--- src/rtl/wb_regs_pkg.sv ---
// Shared widths, enable encodings and constants for the write-back register block.
// Imported by the interface, the register file and the top.
package wb_regs_pkg;
    localparam int RegBus     = 32;
    localparam int RegAddrBus = 5;

    localparam logic RstEnable    = 1'b1;
    localparam logic WriteEnable  = 1'b1;
    localparam logic WriteDisable = 1'b0;
    localparam logic ReadEnable   = 1'b1;
    localparam logic ReadDisable  = 1'b0;

    localparam logic [RegBus-1:0]     ZeroWord   = '0;
    localparam logic [RegAddrBus-1:0] NOPRegAddr = '0;

    typedef logic [RegBus-1:0]     reg_t;
    typedef logic [RegAddrBus-1:0] raddr_t;

    // True when a read must take the in-flight write-back value instead of storage.
    function automatic logic bypass_hit(input logic re, input raddr_t raddr,
                                        input logic we, input raddr_t waddr);
        return (re == ReadEnable) && (we == WriteEnable) &&
               (raddr == waddr) && (raddr != NOPRegAddr);
    endfunction
endpackage

--- src/rtl/wb_regs_if.sv ---
// Write-back / read-port bundle between the pipeline and the register block.
// master drives writes and read requests; slave returns read data and HI/LO/LLbit.
interface wb_regs_if;
    import wb_regs_pkg::*;

    raddr_t wb_wd;
    logic   wb_wreg;
    reg_t   wb_wdata;
    reg_t   wb_hi;
    reg_t   wb_lo;
    logic   wb_whilo;
    logic   wb_LLbit_we;
    logic   wb_LLbit_value;
    logic   flush;
    logic   re1;
    raddr_t raddr1;
    logic   re2;
    raddr_t raddr2;
    reg_t   rdata1;
    reg_t   rdata2;
    reg_t   hi_o;
    reg_t   lo_o;
    logic   LLbit_o;

    modport master (
        output wb_wd, wb_wreg, wb_wdata, wb_hi, wb_lo, wb_whilo,
               wb_LLbit_we, wb_LLbit_value, flush, re1, raddr1, re2, raddr2,
        input  rdata1, rdata2, hi_o, lo_o, LLbit_o
    );

    modport slave (
        input  wb_wd, wb_wreg, wb_wdata, wb_hi, wb_lo, wb_whilo,
               wb_LLbit_we, wb_LLbit_value, flush, re1, raddr1, re2, raddr2,
        output rdata1, rdata2, hi_o, lo_o, LLbit_o
    );
endinterface

--- src/rtl/wb_regs_regfile_2r1w.sv ---
// GPR file, 2 combinational read ports with write-through bypass, 1 write port.
// Write lands 1 cycle later, reads are 0-latency; no backpressure.
module regfile_2r1w
    import wb_regs_pkg::*;
#(
    parameter int NREG      = 32,
    parameter bit RESET_GPR = 1'b0
) (
    input  logic   clk,
    input  logic   rst,
    input  logic   we_i,
    input  raddr_t waddr_i,
    input  reg_t   wdata_i,
    input  logic   re1_i,
    input  raddr_t raddr1_i,
    output reg_t   rdata1_o,
    input  logic   re2_i,
    input  raddr_t raddr2_i,
    output reg_t   rdata2_o
);
    reg_t gpr_q [NREG];

    // Entry 0 is never written, so it needs no reset either way.
    always_ff @(posedge clk) begin
        if (rst == RstEnable) begin
            if (RESET_GPR) begin
                for (int i = 1; i < NREG; i++) begin
                    gpr_q[i] <= ZeroWord;
                end
            end
        end else if (we_i == WriteEnable && waddr_i != NOPRegAddr) begin
            gpr_q[waddr_i] <= wdata_i;
        end
    end

    function automatic reg_t read_port(input logic re, input raddr_t raddr);
        if (rst == RstEnable || re == ReadDisable || raddr == NOPRegAddr) begin
            return ZeroWord;
        end else if (bypass_hit(re, raddr, we_i, waddr_i)) begin
            return wdata_i;
        end
        return gpr_q[raddr];
    endfunction

    always_comb begin
        rdata1_o = read_port(re1_i, raddr1_i);
        rdata2_o = read_port(re2_i, raddr2_i);
    end
endmodule

--- src/rtl/wb_regs.sv ---
// Write-back register block: GPR file plus registered HI/LO and LLbit.
// GPR/HI/LO/LLbit writes take 1 cycle, GPR reads are combinational; no backpressure.
module wb_regs
    import wb_regs_pkg::*;
#(
    parameter int NREG      = 32,
    parameter bit RESET_GPR = 1'b0
) (
    input  logic clk,
    input  logic rst,
    wb_regs_if.slave bus
);
    reg_t hi_q, hi_d;
    reg_t lo_q, lo_d;
    logic llbit_q, llbit_d;

    regfile_2r1w #(
        .NREG      (NREG),
        .RESET_GPR (RESET_GPR)
    ) u_regfile (
        .clk      (clk),
        .rst      (rst),
        .we_i     (bus.wb_wreg),
        .waddr_i  (bus.wb_wd),
        .wdata_i  (bus.wb_wdata),
        .re1_i    (bus.re1),
        .raddr1_i (bus.raddr1),
        .rdata1_o (bus.rdata1),
        .re2_i    (bus.re2),
        .raddr2_i (bus.raddr2),
        .rdata2_o (bus.rdata2)
    );

    // Flush outranks an LLbit write so a trapped SC can never leave the link set.
    always_comb begin
        hi_d    = hi_q;
        lo_d    = lo_q;
        llbit_d = llbit_q;
        if (bus.wb_whilo == WriteEnable) begin
            hi_d = bus.wb_hi;
            lo_d = bus.wb_lo;
        end
        if (bus.flush) begin
            llbit_d = 1'b0;
        end else if (bus.wb_LLbit_we == WriteEnable) begin
            llbit_d = bus.wb_LLbit_value;
        end
    end

    always_ff @(posedge clk) begin
        if (rst == RstEnable) begin
            hi_q    <= ZeroWord;
            lo_q    <= ZeroWord;
            llbit_q <= 1'b0;
        end else begin
            hi_q    <= hi_d;
            lo_q    <= lo_d;
            llbit_q <= llbit_d;
        end
    end

    assign bus.hi_o    = hi_q;
    assign bus.lo_o    = lo_q;
    assign bus.LLbit_o = llbit_q;
endmodule
--- src/flat_wrapper.sv ---
// flat-port wrapper written by rule: the top's interface ports become plain ports
module wb_regs_flat import wb_regs_pkg::*;
#(
    parameter int NREG      = 32,
    parameter bit RESET_GPR = 1'b0
)
  (clk, rst, bus_wb_wd, bus_wb_wreg, bus_wb_wdata, bus_wb_hi, bus_wb_lo, bus_wb_whilo, bus_wb_LLbit_we, bus_wb_LLbit_value, bus_flush, bus_re1, bus_raddr1, bus_re2, bus_raddr2, bus_rdata1, bus_rdata2, bus_hi_o, bus_lo_o, bus_LLbit_o);
  wb_regs_if bus_i ();
  input  logic clk;
  input  logic rst;
  input wire logic [$bits(bus_i.wb_wd)-1:0] bus_wb_wd;
  input wire logic [$bits(bus_i.wb_wreg)-1:0] bus_wb_wreg;
  input wire logic [$bits(bus_i.wb_wdata)-1:0] bus_wb_wdata;
  input wire logic [$bits(bus_i.wb_hi)-1:0] bus_wb_hi;
  input wire logic [$bits(bus_i.wb_lo)-1:0] bus_wb_lo;
  input wire logic [$bits(bus_i.wb_whilo)-1:0] bus_wb_whilo;
  input wire logic [$bits(bus_i.wb_LLbit_we)-1:0] bus_wb_LLbit_we;
  input wire logic [$bits(bus_i.wb_LLbit_value)-1:0] bus_wb_LLbit_value;
  input wire logic [$bits(bus_i.flush)-1:0] bus_flush;
  input wire logic [$bits(bus_i.re1)-1:0] bus_re1;
  input wire logic [$bits(bus_i.raddr1)-1:0] bus_raddr1;
  input wire logic [$bits(bus_i.re2)-1:0] bus_re2;
  input wire logic [$bits(bus_i.raddr2)-1:0] bus_raddr2;
  output wire logic [$bits(bus_i.rdata1)-1:0] bus_rdata1;
  output wire logic [$bits(bus_i.rdata2)-1:0] bus_rdata2;
  output wire logic [$bits(bus_i.hi_o)-1:0] bus_hi_o;
  output wire logic [$bits(bus_i.lo_o)-1:0] bus_lo_o;
  output wire logic [$bits(bus_i.LLbit_o)-1:0] bus_LLbit_o;
  assign bus_i.wb_wd = bus_wb_wd;
  assign bus_i.wb_wreg = bus_wb_wreg;
  assign bus_i.wb_wdata = bus_wb_wdata;
  assign bus_i.wb_hi = bus_wb_hi;
  assign bus_i.wb_lo = bus_wb_lo;
  assign bus_i.wb_whilo = bus_wb_whilo;
  assign bus_i.wb_LLbit_we = bus_wb_LLbit_we;
  assign bus_i.wb_LLbit_value = bus_wb_LLbit_value;
  assign bus_i.flush = bus_flush;
  assign bus_i.re1 = bus_re1;
  assign bus_i.raddr1 = bus_raddr1;
  assign bus_i.re2 = bus_re2;
  assign bus_i.raddr2 = bus_raddr2;
  assign bus_rdata1 = bus_i.rdata1;
  assign bus_rdata2 = bus_i.rdata2;
  assign bus_hi_o = bus_i.hi_o;
  assign bus_lo_o = bus_i.lo_o;
  assign bus_LLbit_o = bus_i.LLbit_o;
  wb_regs #(.NREG(NREG), .RESET_GPR(RESET_GPR)) u_core (.clk(clk), .rst(rst), .bus(bus_i));
endmodule
--- config.mk ---
export PLATFORM = sky130hd
export DESIGN_NAME = wb_regs_flat
export DESIGN_NICKNAME = d
export VERILOG_FILES = /design/src/rtl/wb_regs_pkg.sv /design/src/rtl/wb_regs_if.sv /design/src/rtl/wb_regs_regfile_2r1w.sv /design/src/rtl/wb_regs.sv /design/src/flat_wrapper.sv
export SDC_FILE = /design/constraint.sdc
export NUM_CORES = 1
export LEC_CHECK = 0
export CAP_MARGIN = 40
export CORE_MARGIN = 3
export CORE_UTILIZATION = 41
export CTS_CLUSTER_SIZE = 8
export DETAILED_ROUTE_END_ITERATION = 6
export GPL_TIMING_DRIVEN = 0
export PLACE_DENSITY = 0.62
export REMOVE_ABC_BUFFERS = 1
export SYNTH_ARGS = -nofsm -noshare
export SYNTH_HDL_FRONTEND = slang
export SYNTH_SLANG_ARGS = --single-unit
--- constraint.sdc ---
create_clock -name clk -period 4.2 [get_ports clk]
set_clock_uncertainty 0.15 [all_clocks]
set_input_delay 0.63 -clock clk [delete_from_list [all_inputs] [get_ports clk]]
set_output_delay 0.63 -clock clk [all_outputs]
set_load 0.005 [all_outputs]
==> summary.md <==
| Metric | Value |
|---|---|
| Synthesized area per cell | `19.3 sq um` |
| DRT antenna net count | `0` |
| Register area | `0.0321 sq mm` |
| Synth cell types | `51` |
| Max cap viols | `0` |
| RD Place Congestion | `0.872` |
| Vias in the first global route | `31.8k` |
| Hold Crit Class | `in -> reg` |
| Failing checks | `setup timing` |
| Drc violations | `0` |
| Initial antenna violation count | `7` |
| Mapped Cells | `2620` |
| Routed wire per std cell | `35.7 um` |
| Async SR Flop Fraction | `0%` |
| Routed WL | `169000 um` |
| Data arrival time of the worst path | `3430 ps` |
| Final net count | `3191` |
| Critical path, cell by cell | `buf_8 -> buf_16 -> or2_4 -> o41ai_4 -> nor3_4 -> buf_6 -> buf_4 -> buf_6 -> a221o_1 -> clkdlybuf4s50_1` |
| Layout Cells excl Fill | `4740` |
| Area delta synth->final | `25.5%` |
| Critical path launch point type | `input port` |
| #FFs+latches synth | `1089` |
| Post-Synthesis Cell Area | `0.0506 sq mm` |
| Synth Flop Type | `edfxtp_1` |
| Sequential fraction of the synthesis area | `63.4%` |
| Critical path class | `in -> out` |
| Cell family with most CP delay | `buffers and inverters` |
| Dpl hpwl | `approximately 99000 um` |
| GRT Resource Usage Total | `26.2%` |
| TritonRoute pass-1 iters | `6` |
| Die W | `357 um` |
| Final Hold Viols | `0` |
| Port Buffer Count | `248` |
| Iter 0 DRT Violations | `4468` |
| Fmax | `between 200 and 250 MHz` |
| Clk pin slew, worst setup/hold paths | `50 ps` |
| Cell total after placement | `about 4.5k` |
| Critical Path Max Stage Delay | `between 400 and 500 ps` |
| CTS root buf | `clkbuf_16` |
| Largest net degree at the start of global routing | `81` |
| CTS Buffer Depth | `3` |
| H-tree depth | `4` |
| Congestion Overflow GR | `0` |
| Status | `complete, but fails checks` |
| Die Height | `357 um` |
| YS warnings | `0` |
| Pre-CTS setup slack | `-1710 ps` |
| Multi-input gate area | `0.0179 sq mm` |
| Fraction of layout cells with a size suffix above 1 | `33.3%` |
| Num CTS Buffers | `between 150 and 200` |
| RSZ-0062 raised after global routing | `no` |
| Critical path required time | `around 3400 ps` |
| Worst VDD drop | `about 0.00033 V` |
| Worst path slowest cell | `clkdlybuf4s50_1` |
| Pwr per Cell Area | `408 mW/mm^2` |
| Worst slew margin | `approximately 42%` |
| Lkg Pwr | `21.1 nW` |
| Final setup viols | `1` |
| Fill cell count | `9417` |
| TritonCTS clock tree | `yes` |
| Worst-Margin Slew | `slightly below 900 ps` |
| # clock sinks | `1089` |
| Period minus WS final | `roughly 4200 ps` |
| Slew Limit Fails | `0` |
| Core Region | `0.122 sq mm` |
| Fin worst setup slack | `-9.46 ps` |
| Number of I/O pins | `249` |
| Via count | `~31k` |
| Endpoint type of the worst setup path | `primary output` |
| Num rows | `128` |
| Starting density of the core | `41.4%` |
| Crit share post-route | `100%` |
| EDFF count, synth | `1024` |
| Worst skew pair latency | `720 ps` |
| Hold_buf cts | `0` |
| Die Area | `roughly 0.13 sq mm` |
| Vias per cell | `6.56` |
| Buffer and inverter count on the worst path | `6` |
| CP max FO | `25` |
| CP most frequent cell | `buf_6` |
| First-pass GRT wire length | `235000 um` |
## state kept, by name, summed over array words and instances (netlist names)
| signal | count |
|---|---|
| u_core.u_regfile.gpr_q | 1024 |
| u_core.bus.hi_o | 32 |
| u_core.bus.lo_o | 32 |
| u_core.bus.LLbit_o | 1 |
## report_power, final
| group | leakage (nW) | internal, mW | switching [mW] | total, mW |
|---|---|---|---|---|
| logic | 9.28 | 1.26 | 1.26 | 2.52 |
| registers | 9.77 | 12.0 | 0.0597 | 12.1 |
| clock network | 2.08 | 6.77 | 4.51 | 11.3 |
| total | 21.1 | 20.0 | 5.83 | 25.9 |
## path summary, 6_finish.rpt
kind,from,to,slack [ps],cells past startpoint
min,rst,u_core.bus.lo_o[22],80,2
max,bus_raddr1[2],bus_rdata1[17],-9,10
min reg2reg,u_core.bus.lo_o[19],u_core.bus.lo_o[19],350,2
max reg2reg,u_core.bus.hi_o[2],u_core.bus.hi_o[2],3360,2
## cells by family (layout without fill, tap and decap cells)
logic type	Yosys count	after routing	synth area share, %
xor gates and xnor gates	10	10	0.173
other	1	39	0.00741
buffers and inverters	219	676	2.20
muxes	726	726	27.0
DFF	1089	1089	63.4
AOI/OAI and AO/OA	298	298	4.55
and+or+nand+nor	277	277	2.73
## layout make-up
type | count | share of cell area (%)
Sequential cell | 1089 | 50.5
Multi-Input combinational cell | 1343 | 28.2
Timing Repair Buffer | 478 | 11.2
Clock buffer | 181 | 6.38
Tap cell | 1625 | 3.20
Clock inverter | 12 | 0.337
Inverter | 5 | 0.101
Antenna cell | 7 | 0.0276
## placed cells by master (no fill, tap or decap), types with 33 or more instances in the layout
cell             instances
nor2_4                  33
buf_8                   38
nand2b_1                33
nor2b_1                 35
edfxtp_1              1024
mux2_2                  63
buf_16                  62
mux4_2                 503
buf_12                  57
mux2i_1                158
buf_4                   48
clkdlybuf4s50_1        231
a21oi_1                 50
clkbuf_16              161
a221o_1                 36
nor2_1                  66
dfxtp_1                 65
## what timing repair did
| action | in CTS | in global routing |
|---|---|---|
| pin swaps | 8 | 3 |
| resized for setup | 45 | 15 |
| buffers inserted | 29 | 22 |
| cloned | 28 | 3 |
| endpoints found under the setup margin | 64 | 26 |
## layer usage
| layer | routed length (um) | share of wire, % | track usage (%) |
|---|---|---|---|
| met5 | 8 | 0.0047 | 0 |
| met1 | 64000 | 38 | 35.4 |
| met3 | 19600 | 12 | 6.74 |
| met4 | 6470 | 3.8 | 10.2 |
| met2 | 79000 | 47 | 40.9 |
## metrics by stage
step	instance area (sq um)	power (mW)	util (%)	setup TNS (ps)	hold slack (ps)
after floorplan	49600	13.2	-	-43250	335
after global placement	54100	15.4	44.3	-5056750	326
after detailed placement	57600	14.5	47.1	-85160	331
after CTS	63100	26.0	51.7	0	38.0
after global routing	63500	26.6	51.9	0	75.5
final	63500	25.9	51.9	-9.46	80.7
## cell usage after synthesis, drive strengths merged (34+ instances only)
library cell  count  area [sq um]
edfxtp         1024         30700
mux4            503         11300
mux2i           158          1580
buf             119           738
nor2            100           375
clkbuf           95           357
dfxtp            65          1300
mux2             65           732
a21oi            52           260
a221o            37           370
nor2b            37           231
nand2b           34           213
o21ai            34           170
## worst register-to-register path, stage by stage, from the launching register on
cell	delay (ps)
dfxtp_1	330
mux2i_1	180
nor2_1	60
(Power assumes the default switching activity.)
